--- src/rtl/uart_tx_arb_pkg.sv ---
// Shared types and helpers for the UART TX arbiter: FSM state encoding,
// grant index width and the round-robin pick function.
package uart_arb_pkg;

  localparam int unsigned GNT_W   = 3;
  localparam int unsigned MAX_REQ = 8;

  typedef enum logic [0:0] {
    ARB_IDLE,
    ARB_LOCK
  } arb_state_e;

  typedef struct packed {
    logic             any;
    logic [GNT_W-1:0] idx;
  } pick_t;

  // Lowest set index at or above ptr; if none, lowest set index overall.
  function automatic pick_t rr_pick(input logic [MAX_REQ-1:0] valid,
                                    input logic [GNT_W-1:0]   ptr);
    logic [MAX_REQ-1:0] masked;
    pick_t              res;
    res    = '0;
    masked = valid & ({MAX_REQ{1'b1}} << ptr);
    if (masked == '0) begin
      masked = valid;
    end
    for (int i = MAX_REQ - 1; i >= 0; i--) begin
      if (masked[i]) begin
        res.any = 1'b1;
        res.idx = GNT_W'(i);
      end
    end
    return res;
  endfunction

endpackage

--- src/rtl/uart_tx_arb_if.sv ---
// Handshake bundle between the byte-stream requesters, the arbiter and the
// UART TX holding register. master = requester/UART side, slave = arbiter.
interface uart_tx_arb_if #(
  parameter int unsigned NREQ = 4
);

  logic [NREQ-1:0]   req_valid;
  logic [8*NREQ-1:0] req_data;
  logic [NREQ-1:0]   req_last;
  logic [NREQ-1:0]   req_ready;
  logic              tx_valid;
  logic [7:0]        tx_data;
  logic              tx_ready;

  modport master (
    output req_valid,
    output req_data,
    output req_last,
    output tx_ready,
    input  req_ready,
    input  tx_valid,
    input  tx_data
  );

  modport slave (
    input  req_valid,
    input  req_data,
    input  req_last,
    input  tx_ready,
    output req_ready,
    output tx_valid,
    output tx_data
  );

endinterface

--- src/rtl/uart_arb_rr_pick.sv ---
// Combinational round-robin selector: first valid requester at or after ptr,
// wrapping to the lowest valid index.
module uart_arb_rr_pick
  import uart_arb_pkg::*;
#(
  parameter int unsigned NREQ = 4
) (
  input  logic [NREQ-1:0]  valid_i,
  input  logic [GNT_W-1:0] ptr_i,
  output logic [GNT_W-1:0] idx_o,
  output logic             any_o
);

  pick_t pick;

  // Zero-extend to the package width and pick.
  always_comb begin
    pick  = rr_pick(MAX_REQ'(valid_i), ptr_i);
    idx_o = pick.idx;
    any_o = pick.any;
  end

endmodule

--- src/rtl/uart_tx_arb.sv ---
// Packet-locked round-robin arbiter sharing one UART TX holding register
// among NREQ byte-stream requesters, with one registered output stage and an
// idle timeout that revokes a stalled grant.
// Optional: define UART_TX_ARB_PRIO0_EN to give requester 0 fixed top
// priority in IDLE (others stay round-robin, ptr never points at 0).
module uart_tx_arb
  import uart_arb_pkg::*;
#(
  parameter int unsigned NREQ    = 4,
  parameter int unsigned TMO_W   = 8,
  parameter int unsigned TMO_CYC = 200
) (
  input  logic             CLK,
  input  logic             RSTN,
  uart_tx_arb_if.slave     bus,
  output logic [GNT_W-1:0] gnt_id,
  output logic             busy,
  output logic             tmo_evt
);

  arb_state_e       state_q;
  logic [GNT_W-1:0] gnt_q;
  logic [GNT_W-1:0] ptr_q;
  logic [TMO_W-1:0] cnt_q;
  logic             tx_valid_q;
  logic [7:0]       tx_data_q;
  logic             tmo_q;

  logic [NREQ-1:0]  gnt_oh;
  logic             gnt_valid;
  logic             gnt_last;
  logic [7:0]       gnt_data;
  logic             slot_free;
  logic             accept;

  logic [NREQ-1:0]  pick_valid;
  logic [GNT_W-1:0] rr_idx;
  logic             rr_any;
  logic [GNT_W-1:0] pick_idx;
  logic             pick_any;
  logic [GNT_W-1:0] ptr_next;

  // Decode the granted requester and mux its handshake signals.
  always_comb begin
    gnt_oh    = '0;
    gnt_valid = 1'b0;
    gnt_last  = 1'b0;
    gnt_data  = '0;
    for (int i = 0; i < NREQ; i++) begin
      if (gnt_q == GNT_W'(i)) begin
        gnt_oh[i] = 1'b1;
        gnt_valid = bus.req_valid[i];
        gnt_last  = bus.req_last[i];
        gnt_data  = bus.req_data[8*i +: 8];
      end
    end
  end

  // The output register can take a byte when empty or draining this cycle.
  assign slot_free     = !tx_valid_q || bus.tx_ready;
  assign accept        = (state_q == ARB_LOCK) && gnt_valid && slot_free;
  assign bus.req_ready = ((state_q == ARB_LOCK) && slot_free) ? gnt_oh : '0;

`ifdef UART_TX_ARB_PRIO0_EN
  localparam logic [NREQ-1:0] Bit0 = NREQ'(1);
  assign pick_valid = bus.req_valid & ~Bit0;
  assign pick_idx   = bus.req_valid[0] ? '0 : rr_idx;
  assign pick_any   = bus.req_valid[0] | rr_any;
  assign ptr_next   = (gnt_q == GNT_W'(NREQ - 1)) ? GNT_W'(1) : gnt_q + GNT_W'(1);
`else
  assign pick_valid = bus.req_valid;
  assign pick_idx   = rr_idx;
  assign pick_any   = rr_any;
  assign ptr_next   = (gnt_q == GNT_W'(NREQ - 1)) ? '0 : gnt_q + GNT_W'(1);
`endif

  uart_arb_rr_pick #(
    .NREQ (NREQ)
  ) u_pick (
    .valid_i (pick_valid),
    .ptr_i   (ptr_q),
    .idx_o   (rr_idx),
    .any_o   (rr_any)
  );

  // Arbitration FSM, timeout counter and output register.
  always_ff @(posedge CLK) begin
    if (!RSTN) begin
      state_q    <= ARB_IDLE;
      gnt_q      <= '0;
      ptr_q      <= '0;
      cnt_q      <= '0;
      tx_valid_q <= 1'b0;
      tx_data_q  <= '0;
      tmo_q      <= 1'b0;
    end else begin
      tmo_q <= 1'b0;
      // Reload and drain in the same cycle keeps 1 byte/cycle throughput.
      if (accept) begin
        tx_valid_q <= 1'b1;
        tx_data_q  <= gnt_data;
      end else if (bus.tx_ready) begin
        tx_valid_q <= 1'b0;
      end
      unique case (state_q)
        ARB_IDLE: begin
          if (pick_any) begin
            gnt_q   <= pick_idx;
            cnt_q   <= '0;
            state_q <= ARB_LOCK;
          end
        end
        ARB_LOCK: begin
          if (accept) begin
            cnt_q <= '0;
            if (gnt_last) begin
              ptr_q   <= ptr_next;
              state_q <= ARB_IDLE;
            end
          end else if (!gnt_valid) begin
            // Only a silent requester ages; backpressure holds the count.
            if (cnt_q == TMO_W'(TMO_CYC - 1)) begin
              tmo_q   <= 1'b1;
              cnt_q   <= '0;
              ptr_q   <= ptr_next;
              state_q <= ARB_IDLE;
            end else begin
              cnt_q <= cnt_q + TMO_W'(1);
            end
          end
        end
        default: state_q <= ARB_IDLE;
      endcase
    end
  end

  assign gnt_id      = gnt_q;
  assign busy        = (state_q == ARB_LOCK);
  assign tmo_evt     = tmo_q;
  assign bus.tx_valid = tx_valid_q;
  assign bus.tx_data  = tx_data_q;

endmodule

--- src/flat_wrapper.sv ---
// flat-port wrapper written by rule: the top's interface ports become plain ports
module uart_tx_arb_flat import uart_arb_pkg::*;
#(
  parameter int unsigned NREQ    = 4,
  parameter int unsigned TMO_W   = 8,
  parameter int unsigned TMO_CYC = 200
)
  (CLK, RSTN, gnt_id, busy, tmo_evt, bus_req_valid, bus_req_data, bus_req_last, bus_tx_ready, bus_req_ready, bus_tx_valid, bus_tx_data);
  uart_tx_arb_if #(.NREQ(NREQ)) bus_i ();
  input  logic CLK;
  input  logic RSTN;
  output logic [GNT_W-1:0] gnt_id;
  output logic busy;
  output logic tmo_evt;
  input wire logic [$bits(bus_i.req_valid)-1:0] bus_req_valid;
  input wire logic [$bits(bus_i.req_data)-1:0] bus_req_data;
  input wire logic [$bits(bus_i.req_last)-1:0] bus_req_last;
  input wire logic [$bits(bus_i.tx_ready)-1:0] bus_tx_ready;
  output wire logic [$bits(bus_i.req_ready)-1:0] bus_req_ready;
  output wire logic [$bits(bus_i.tx_valid)-1:0] bus_tx_valid;
  output wire logic [$bits(bus_i.tx_data)-1:0] bus_tx_data;
  assign bus_i.req_valid = bus_req_valid;
  assign bus_i.req_data = bus_req_data;
  assign bus_i.req_last = bus_req_last;
  assign bus_i.tx_ready = bus_tx_ready;
  assign bus_req_ready = bus_i.req_ready;
  assign bus_tx_valid = bus_i.tx_valid;
  assign bus_tx_data = bus_i.tx_data;
  uart_tx_arb #(.NREQ(NREQ), .TMO_W(TMO_W), .TMO_CYC(TMO_CYC)) u_core (.CLK(CLK), .RSTN(RSTN), .bus(bus_i), .gnt_id(gnt_id), .busy(busy), .tmo_evt(tmo_evt));
endmodule
--- config.mk ---
export PLATFORM = sky130hd
export DESIGN_NAME = uart_tx_arb_flat
export DESIGN_NICKNAME = d
export VERILOG_FILES = /design/src/rtl/uart_tx_arb_pkg.sv /design/src/rtl/uart_tx_arb_if.sv /design/src/rtl/uart_arb_rr_pick.sv /design/src/rtl/uart_tx_arb.sv /design/src/flat_wrapper.sv
export SDC_FILE = /design/constraint.sdc
export NUM_CORES = 1
export LEC_CHECK = 0
export CAP_MARGIN = 20
export CELL_PAD_IN_SITES_DETAIL_PLACEMENT = 1
export CELL_PAD_IN_SITES_GLOBAL_PLACEMENT = 2
export CORE_MARGIN = 2
export CORE_UTILIZATION = 25
export DETAILED_ROUTE_END_ITERATION = 8
export GPL_ROUTABILITY_DRIVEN = 0
export GPL_TIMING_DRIVEN = 0
export PLACE_DENSITY_LB_ADDON = 0.15
export SYNTH_ARGS = -nofsm -noshare
export SYNTH_HDL_FRONTEND = slang
export SYNTH_SLANG_ARGS = --single-unit
--- constraint.sdc ---
create_clock -name CLK -period 4.3 [get_ports CLK]
set_input_delay 1.29 -clock CLK [delete_from_list [all_inputs] [get_ports CLK]]
set_output_delay 1.29 -clock CLK [all_outputs]
set_load 0.03 [all_outputs]
== After elaboration in Yosys (flattened, before gate mapping) ==
Cells that the tools add are included.
Cells by class
  add/sub/neg operators: 2
  $mul: 0
  divide/modulo/power cells: 0
  $lt $le $gt $ge: 0
  equal/unequal tests: 8
  shifts and indexed selects: 1
  multiplexer cells: 45
  bitwise logic cells: 3
  reductions and logical operators: 13
Operators with widths (number)
  2-to-1 mux 8 bit: 9
  2-to-1 mux 4 bit: 9
  2-to-1 mux 1 bit: 20
  one-hot mux 8 bit (2 select lines): 1
  2-to-1 mux 3 bit: 5
  adder 8 x 1 -> 8 bit, second input constant: 1
  AND 4 x 8 -> 8 bit: 1
  equality test 8 bit, second input constant: 1
  logical NOT 8 bit: 1
  << shifter 8 x 3 -> 8 bit, first input constant: 1
  equality test 3 x 2 -> 1 bit, second input constant: 2
  != test 2 bit, second input constant: 2
  AND reduction 2 bit: 2
  AND reduction 4 bit: 1
  nonzero test 2 bit: 2
  OR reduction 4 bit: 1
  adder 3 x 1 -> 3 bit, second input constant: 1
  equality test 3 x 1 -> 1 bit, second input constant: 1
  logical AND 1 bit: 3
  logical NOT 3 bit: 1
  != test 3 bit, second input constant: 1
  != test 2 x 1 -> 1 bit, second input constant: 1
  inverter 1 bit: 2
  one-hot mux 1 bit (2 select lines): 1
  other kinds (2): 2
Storage, ports and cells
  flip-flop bits (word level): 25
  bits in latches: 0
  bits in writable memories: 0
  bits in read-only memories: 0
  bits of input ports: 43
  output and inout bits: 18
  logic and storage cells: 79
  memories kept: 0

== Longest topological paths before layout ==
  depth in word-level cells: 14
  depth in mapped cells: 9
  depth with buffers taken out: 7

== By module ==
Synthesis repeated with hierarchy kept, for this count alone.
Second synthesis, totals
  cells, all modules: 220
  area, all modules: 1741.7 um^2
By module, submodules not included
  uart_tx_arb: instances 1, cells each 203, area an instance 1624.1 um^2, sequential area each 500.5 um^2
  uart_arb_rr_pick: instances 1, cells each 17, area an instance 117.6 um^2, sequential area each 0.0 um^2

== Worst setup path after synthesis ==
Ideal clock, no wire load.
  path type: input to output
  from: in bus_tx_ready
  to: out bus_req_ready[3]
  arrival: 2030 ps
  required time: 3010 ps
  path slack: 980 ps
  cell stages on the path: 2
  buffers on the path: 0
  path through: nor2b_1 -> nor3_1
Between the ends
  longest elaborated chain between the ends: 3
RTL lines
  start, declared: line flat_wrapper.sv:18  | input wire logic [$bits(bus_i.tx_ready)-1:0] bus_tx_ready;
  logical OR 1 bit: line uart_tx_arb.sv:60  | assign slot_free = !tx_valid_q || bus.tx_ready;
  logical AND 1 bit: line uart_tx_arb.sv:62  | assign bus.req_ready = ((state_q == ARB_LOCK) && slot_free) ? gnt_oh : '0;
  2-to-1 mux 4 bit: line uart_tx_arb.sv:62
  end, declared: line flat_wrapper.sv:19  | output wire logic [$bits(bus_i.req_ready)-1:0] bus_req_ready;
Every way passes these cells.

== Final worst setup path ==
  from: in bus_tx_ready
  to: out bus_req_ready[2]
Same word-level chain as after synthesis.

==> impl_metrics.toml <==
[place]
dp_slack_ns = 0.192
portBuffers = 59
hpwlAfterDp_microns = 3900
place_area_sq_mm = 0.00215

[route]
drt_iter0_drc = 47
dr.pass1.iters = 4
wl_microns = 5030
drc = 0
final_antenna_net_count = 0
vias = 1618
wire_per_inst_microns = 15.7
vias_per_cell = 5.04

[die]
start_util_pct = 26.3
core_area_sq_mm = 0.00561
num_rows = 27
fp.dieW_microns = 80.8
dieArea_sq_mm = 0.00653
io_pins = 61
die_h_microns = 80.8

[synth]
syn-num-nets = 234
synthCells = 186
ys_seq_area_share_pct = 31.2
yosysMostFrequentCell = "dfxtp_1"
syn_area_sq_mm = 0.00147
ys_top_cells_by_count = "23 x dfxtp_1, 18 x a21oi_1, 16 x nor2b_1"
syn_avg_cell_area_sq_um = 7.92
synthDistinctLibCells = 44
synthTopCellsByArea = "dfxtp_1 31%, nor2b_1 6.8%, a21oi_1 6.1%"
synth_edf_count = 0
async_reset_ff_share_pct = 0
synthFlopType = "dfxtp_1"
yosys_warnings = 0
synth_top_area_cell = "dfxtp_1"
synth_top_area_share_pct = 31.2
ys_seq_elements = 23

[clock_tree]
h-tree-depth = 1
clock_path_buffers = 2
post_cts.repair.setup_buffers = 0
cts_buffers = 3
ctsHoldBuffers = 0
root_buffer = "clkbuf_8"
clk_pin_slew_ns = 0.08
cts.sinks = 23
clock_latency_ns = 0.27
ctsResizeCount = 0
cts_tree = "yes"

[layout]
drive_gt1_share_pct = 3.61
n_antenna_cell = 0
final_nets = 298
final_cell_area_sq_mm = 0.00220
syn2layout_area_growth_pct = 49.2

[power_and_ir_drop]
p_leak_nw = 0.798
ir_drop_mv = 0.157
power_w = 0.000618
power_density_mw_per_mm2 = 281

[worst_setup_path]
worstSetupEndpointType = "primary output"
worstSetupPathType = "in2out"
crit_family = "buffers and inverters"
path_cells = "clkdlybuf4s50_1, nand2b_1, and3_1, clkdlybuf4s50_1"
max_stage_delay_ns = 0.67
cp_max_fo = 5
cp-start-kind = "primary input"
cpMostUsedCell = "clkdlybuf4s50_1"
crit_buf_inv = 2
cp.arrival_ns = 2.81
critPathSlowestCell = "clkdlybuf4s50_1"
ff2ff_setup_slack_ns = 1.93
required_ns = 3.01

[sta]
period_share_pct = 95.4
timing.setup.tns_ns = 0
rsz0062_at_grt = "false"
hold_viol = 0
layout_min_cycle_time_ns = 4.10
worst_slack_ns = 0.198
drv_slew = 0
setup_viol = 0
worstMarginPinSlew_ns = 0.589
fmax_mhz = 244
skew_ns = 0.00256
relSlewSlack_pct = 60.4
whs_ns = 0.507

[global_route]
grt-ovfl-total = 0
grt_max_degree = 13
grt_util_all_layers_pct = 16.3
grt_pass1_vias = 1651
grt_pass1_wl_microns = 8210
grt_antenna_before_repair = 0

[min_path]
hold_class = "reg2reg"

[run_status]
run_status = "completed"

[run]
maxCapViolations = 0
## tightest hold or removal path: stages, from the launching register on
cell and delay [ns]:
dfxtp_1 0.34, nand2_1 0.06, o22ai_1 0.06
## path summary, 6_finish.rpt
check / start / to / cells past startpoint
worst max-delay path: bus_tx_ready / bus_req_ready[2] / 4
worst min-delay path: u_core.cnt_q[1]$_SDFFE_PN0P_ / u_core.cnt_q[1]$_SDFFE_PN0P_ / 2
worst max register to register: u_core.gnt_id[1]$_SDFFE_PN0P_ / u_core.ptr_q[0]$_SDFFE_PN0P_ / 8
worst min register to register: u_core.cnt_q[1]$_SDFFE_PN0P_ / u_core.cnt_q[1]$_SDFFE_PN0P_ / 2
## report_power, final
part | internal, W | total [W] | switching [W]
registers | 0.000228 | 0.000239 | 0.0000110
clock network | 0.0000662 | 0.000136 | 0.0000696
logic | 0.000113 | 0.000243 | 0.000130
## kinds of logic after synthesis
| group | after synthesis | share of synthesized area [%] |
|---|---|---|
| multiplexers | 4 | 2.72 |
| AND/OR/NAND/NOR | 72 | 27.2 |
| buffers and inverters | 18 | 5.43 |
| other | 1 | 0.254 |
| AO/OA/AOI/OAI | 63 | 28.9 |
| flip-flops | 23 | 31.2 |
| adder cells (fa/ha/maj) | 5 | 4.24 |
## placed cells by master, fill, tap and decap left out, drive strengths merged, types with 5 or more instances in the layout
master         Yosys  layout
a21oi             19      19
a221oi             8       8
and3               9       9
clkbuf             8      12
clkdlybuf4s50      0      59
dfxtp             23      23
ha                 5       5
inv                6       6
nand2             15      15
nor2               6       6
nor2b             16      16
nor3              10      10
o21ai             14      14
## area by class of cell
class | count | area [sq um]
Timing Repair Buffer | 59 | 591
Clock buffer | 4 | 45.0
Buffer | 12 | 57.6
Multi-Input combinational cell | 145 | 933
Sequential cell | 23 | 460
Fill cell | 695 | 3410
Tap cell | 72 | 90.1
Inverter | 6 | 22.5
## metrics by stage
stage | cells | utilization, %
after floorplan | 186 | -
after global placement | 317 | 38.4
after detailed placement | 317 | 38.4
after CTS | 321 | 39.2
after global routing | 321 | 39.2
final | 321 | 39.2
## routing by layer
metal	global-route usage [%]	part of all wire [%]	vias up	wire length [microns]
met5	0	0	-	0
met2	28.1	48	38	2410
met3	5.11	6.6	4	332
met4	2.54	0.60	0	30
met1	20.3	45	761	2260
li1	-	-	815	-
## sequential cells by signal (all words and copies together) (netlist names)
| register | cells |
|---|---|
| u_core.bus.tx_data | 8 |
| u_core.bus.tx_valid | 1 |
| u_core.busy | 1 |
| u_core.cnt_q | 8 |
| u_core.gnt_id | 2 |
| u_core.ptr_q | 2 |
| u_core.tmo_evt | 1 |
Note: power is estimated with default switching activity, not from simulation.
